==> src/rtl/uart_fifo_pkg.sv <==
// Shared definitions for the UART FIFO write-port arbiter.
//   arb_state_e : arbiter FSM state encoding
//   clog2w()    : index/counter width helper, never returns less than 1
package uart_fifo_pkg;

    typedef enum logic [0:0] {
        ST_IDLE  = 1'b0,
        ST_BURST = 1'b1
    } arb_state_e;

    // Width needed to hold values 0..n-1; a 1-bit floor keeps degenerate
    // parameter choices from producing zero-width vectors.
    function automatic int clog2w(input int n);
        return (n <= 2) ? 1 : $clog2(n);
    endfunction

endpackage

==> src/rtl/uart_fifo_wr_arbiter_rr_pick.sv <==
// Combinational circular priority search.
//   valid : request vector
//   ptr   : index with highest priority this round
//   idx   : first set index at or after ptr, wrapping past N-1 to 0
//   any   : at least one request is set
module rr_pick
    import uart_fifo_pkg::*;
#(
    parameter  int N  = 4,
    localparam int IW = clog2w(N)
) (
    input  logic [N-1:0]  valid,
    input  logic [IW-1:0] ptr,
    output logic [IW-1:0] idx,
    output logic          any
);

    // Walk the offsets from farthest to nearest so the nearest valid
    // index after ptr is the one left standing; no early exit needed.
    always_comb begin
        idx = '0;
        any = 1'b0;
        for (int k = N - 1; k >= 0; k--) begin
            int j;
            j = int'(ptr) + k;
            if (j >= N) j = j - N;
            if (valid[j]) begin
                idx = IW'(j);
                any = 1'b1;
            end
        end
    end

endmodule

==> src/rtl/uart_fifo_wr_arbiter.sv <==
// Round-robin arbiter sharing one FIFO write port among N_REQ requesters.
// A grant covers one packet (up to req_last) or MAX_BURST beats, whichever
// comes first; each grant is followed by one idle arbitration cycle.
//   wr_clk, wr_rst : clock, synchronous active-high reset
//   req_valid/req_data/req_last/req_ready : per-requester beat handshake
//   fifo_wr_data/fifo_wr_en : write port toward the FIFO
//   fifo_wr_vld    : FIFO can accept a beat (not full)
//   grant_id       : current (or most recent) owner
//   busy           : a burst is in progress
module uart_fifo_wr_arbiter
    import uart_fifo_pkg::*;
#(
    parameter  int N_REQ     = 4,
    parameter  int DATA_W    = 8,
    parameter  int MAX_BURST = 16,
    localparam int ID_W      = clog2w(N_REQ)
) (
    input  logic                    wr_clk,
    input  logic                    wr_rst,
    input  logic [N_REQ-1:0]        req_valid,
    input  logic [N_REQ*DATA_W-1:0] req_data,
    input  logic [N_REQ-1:0]        req_last,
    output logic [N_REQ-1:0]        req_ready,
    output logic [DATA_W-1:0]       fifo_wr_data,
    output logic                    fifo_wr_en,
    input  logic                    fifo_wr_vld,
    output logic [ID_W-1:0]         grant_id,
    output logic                    busy
);

    localparam int CNT_W = clog2w(MAX_BURST + 1);

    arb_state_e                     state;
    logic [ID_W-1:0]                rr_ptr;
    logic [CNT_W-1:0]               beat_cnt;
    logic [N_REQ-1:0][DATA_W-1:0]   req_data_a;
    logic [ID_W-1:0]                pick_idx;
    logic                           pick_any;
    logic                           xfer;
    logic                           burst_end;

    assign busy         = (state == ST_BURST);
    assign req_data_a   = req_data;
    assign fifo_wr_data = req_data_a[grant_id];

    // Reset is masked in so a burst caught by reset cannot write during the
    // reset cycle itself; ready is masked the same way so requesters never
    // see a handshake that the FIFO did not.
    assign xfer       = busy & req_valid[grant_id] & fifo_wr_vld & ~wr_rst;
    assign fifo_wr_en = xfer;

    always_comb begin
        req_ready = '0;
        if (busy && fifo_wr_vld && !wr_rst) req_ready[grant_id] = 1'b1;
    end

    // Burst ends on the packet's last beat or on the beat that reaches the
    // cap; beat_cnt still holds the count before this beat.
    assign burst_end = xfer &
                       (req_last[grant_id] | (beat_cnt == CNT_W'(MAX_BURST - 1)));

    rr_pick #(
        .N (N_REQ)
    ) u_pick (
        .valid (req_valid),
        .ptr   (rr_ptr),
        .idx   (pick_idx),
        .any   (pick_any)
    );

    always_ff @(posedge wr_clk) begin
        if (wr_rst) begin
            state    <= ST_IDLE;
            grant_id <= '0;
            rr_ptr   <= '0;
            beat_cnt <= '0;
        end else begin
            case (state)
                ST_IDLE: begin
                    // Requests raised during a burst are only seen here.
                    if (pick_any) begin
                        grant_id <= pick_idx;
                        beat_cnt <= '0;
                        state    <= ST_BURST;
                    end
                end
                ST_BURST: begin
                    // Stalls and request gaps simply hold everything.
                    if (xfer) begin
                        beat_cnt <= beat_cnt + CNT_W'(1);
                        if (burst_end) begin
                            state  <= ST_IDLE;
                            rr_ptr <= (grant_id == ID_W'(N_REQ - 1)) ? '0
                                                                     : grant_id + ID_W'(1);
                        end
                    end
                end
                default: state <= ST_IDLE;
            endcase
        end
    end

endmodule

==> config.mk <==
export PLATFORM = sky130hd
export DESIGN_NAME = uart_fifo_wr_arbiter
export DESIGN_NICKNAME = d
export VERILOG_FILES = /design/src/rtl/uart_fifo_pkg.sv /design/src/rtl/uart_fifo_wr_arbiter_rr_pick.sv /design/src/rtl/uart_fifo_wr_arbiter.sv
export SDC_FILE = /design/constraint.sdc
export NUM_CORES = 1
export LEC_CHECK = 0
export ABC_AREA = 1
export BUFFER_PORTS_ARGS = -buffer_cell sky130_fd_sc_hd__buf_2
export CAP_MARGIN = 0
export CORE_AREA = 3 3 48 59
export DETAILED_ROUTE_END_ITERATION = 12
export DIE_AREA = 0 0 51 62
export PLACE_DENSITY = 0.89
export SETUP_SLACK_MARGIN = 0.4
export SLEW_MARGIN = 20
export SYNTH_ARGS = -nofsm -noshare
export SYNTH_HDL_FRONTEND = slang
export SYNTH_HIERARCHICAL = 1
export SYNTH_SLANG_ARGS = --single-unit
==> constraint.sdc <==
create_clock -name wr_clk -period 3.2 [get_ports wr_clk]
set_clock_uncertainty 0.05 [all_clocks]
set_input_delay 0.32 -clock wr_clk [delete_from_list [all_inputs] [get_ports wr_clk]]
set_output_delay 0.32 -clock wr_clk [all_outputs]
set_load 0.02 [all_outputs]
==> flow_summary.toml <==
[outcome]
run_status = "finished, final reports clean"

[clock_network]
clockBufferDepth = 2
numCtsBuffers = 3
hold_buffers = 0
cts_resized = 0
clk_latency_ns = 0.29
cts-root-buf = "clkbuf_4"
clk_pin_slew_worst_paths_ns = 0.07
htreeDepth = 1
cts_setup_buffers = 0
cts.sinks = 10
cts_tree = "built"

[worst_setup_path]
crit_fanout = 14
cp-end-kind = "output port"
start_kind = "flip-flop"
regToRegStartpoint = "rr_ptr[0]$_SDFFE_PP0P_"
cpMostUsedCell = "nand2_4"
critPathMaxStageDelay_ns = 0.61
required_ns = 2.83
worst-r2r-setup-slack_ns = 1.45
worstPathArrival_ns = 1.77
worstPathCellList = "inv_1 -> nand3_2 -> nand2_4 -> nand2_4 -> inv_2 -> buf_2"
reg2regPathDepth = 8
critical_path_class = "reg2out"
reg2reg_to = "beat_cnt[2]$_SDFFE_PP0P_"
slowest_stage = "dfxtp_1"

[min_path]
hold_end = "beat_cnt[4]$_SDFFE_PP0P_"
min_path_type = "in2reg"
min_from = "wr_rst"
min_path_cells = 2

[power_and_ir_drop]
finalPower_mw = 0.4868
leakagePower_nw = 0.7980
p_per_area_nw_per_um2 = 334.0
peakVddDrop_mv = 0.2381

[placed_design]
place.gp.congestion = 0.9100
placed_cell_area_um2 = 1421
hpwl_um = 2465
port_buffers = 58

[sta]
layout_worst_path_cycle_share_pct = 66.82
fmax_mhz = 467.7
worstMarginPinSlew_ns = 0.4556
rsz0062_at_grt = "false"
slew_violations = 0
fin_crit_ns = 2.138
setup_viol = 0
setup_tns_ns = 0
hold_violations = 0
slew_headroom_pct = 69.59

[floorplanning]
core-area_um2 = 2306
start_util_pct = 49.21
die-area_um2 = 3162
die_y_um = 62
ios = 59
die-width_um = 51
rows = 19

[detailed_routing]
wl_um = 3074
drc = 0
vias_per_cell = 5.007
drtAntennaViolNets = 0
dr.pass1.iters = 5
drt_iter0_drc = 43
num_vias = 1387
routedWlPerCell_um = 11.10

[synth]
ys_types = 25
synth-seq-area-share_pct = 17.64
syn_nets = 240
ys_seq_elements = 10
netlist_instances = 191
yosysWarnings = 6
syn_avg_cell_area_um2 = 5.942
synth_area_um2 = 1135

[grt]
groute.usage.overall_pct = 19.74
grt_first_pass_wirelength_um = 4836
grt_overflow = 0
antenna_found_initial = 0
grt_max_degree = 25
grt_pass1_vias = 1192

[layout]
drive_gt1_share_pct = 36.18
final_area_um2 = 1458
area_growth_pct = 28.45
num_antenna_cells = 0
fin_nets = 296

[run]
cap_violations = 0
-- how the worst max path moves through the flow --
stage | from | to | slack (ns) | cells past startpoint
after global placement | grant_id[1]$_SDFFE_PP0P_ | fifo_wr_en | 1.46 | 6
after CTS | grant_id[1]$_SDFFE_PP0P_ | fifo_wr_en | 1.08 | 6
final | grant_id[1]$_SDFFE_PP0P_ | fifo_wr_en | 1.06 | 6
after floorplan | grant_id[0]$_SDFFE_PP0P_ | req_ready[2] | 1.44 | 6
after detailed placement | grant_id[1]$_SDFFE_PP0P_ | fifo_wr_en | 1.38 | 6
after global routing | grant_id[1]$_SDFFE_PP0P_ | fifo_wr_en | 0.94 | 6
-- sequential cells by signal, summed over array words and instances (netlist names) --
name,cells
beat_cnt,5
grant_id,2
rr_ptr,2
busy,1
-- through the flow --
stage               hold slack [ns]  std cells  util (%)  setup WS, ns
detailed placement           0.4339        273     61.64         1.383
global placement             0.4353        273     61.64         1.464
global route                 0.2807        277     63.21        0.9439
floorplan                    0.4089        191         -         1.444
finish                       0.2645        277     63.21         1.062
CTS                          0.2596        277     63.21         1.076
-- cells in the final DEF (no fill, tap or decap), types with 3 or more instances in the layout --
cell       n
buf_2     58
inv_1     26
ha_1       6
nand2_1   33
nand2_2    8
nand3_1   17
o22ai_1    8
dfxtp_1   10
inv_2      6
a21oi_1    7
o21ai_0   19
nor2_1    28
nand2_4    3
nand3_2    3
clkbuf_4   3
-- metal layers --
metal | vias up | global-route usage, % | routed length, um
li1 | 717 | - | -
met1 | 590 | 21.76 | 1254
met2 | 77 | 36.28 | 1395
met3 | 3 | 5.012 | 385
met4 | 0 | 8.077 | 39
met5 | - | 0 | 0
-- Yosys cell counts, drive strengths merged --
cell	count	area share, %
buf	6	3.7
a21oi	8	3.9
and2	1	0.77
nand3	21	12
o21ai	21	9.6
ha	6	6.6
o22ai	8	4.4
nand2	44	18
dfxtp	10	18
or2	1	0.55
xor2	1	0.77
clkbuf	2	0.66
inv	33	11
nor2	29	10
-- report_power, final --
group | leakage (nW) | switching [mW] | internal (mW)
clock | 0.0210 | 0.0530 | 0.0694
combinational | 0.696 | 0.141 | 0.0827
sequential | 0.0815 | 0.0102 | 0.130
total | 0.798 | 0.204 | 0.282
-- worst max-delay path, delay by kind of cell (launching register included) --
kind / cells / cell delay [ns]
buffers and inverters: 3 / 0.52
DFF: 1 / 0.61
and+or+nand+nor: 3 / 0.35
-- layout make-up --
| type | count | area (um2) |
|---|---|---|
| Fill cell | 211 | 848.3 |
| Multi-Input combinational cell | 140 | 758.2 |
| Timing Repair Buffer | 59 | 297.8 |
| Sequential cell | 10 | 200.2 |
| Inverter | 33 | 126.4 |
| Tap cell | 31 | 38.79 |
| Clock buffer | 4 | 36.28 |
-- logic make-up (layout without fill, tap and decap cells) --
logic type | after synthesis | after routing | share of synthesized area (%)
simple gates | 96 | 96 | 41.57
buf+inv | 41 | 96 | 15.55
compound gates | 37 | 37 | 17.86
flops | 10 | 10 | 17.64
fa+ha+maj | 6 | 6 | 6.615
xor+xnor | 1 | 1 | 0.7719
Note: power is estimated with default switching activity, not from simulation.
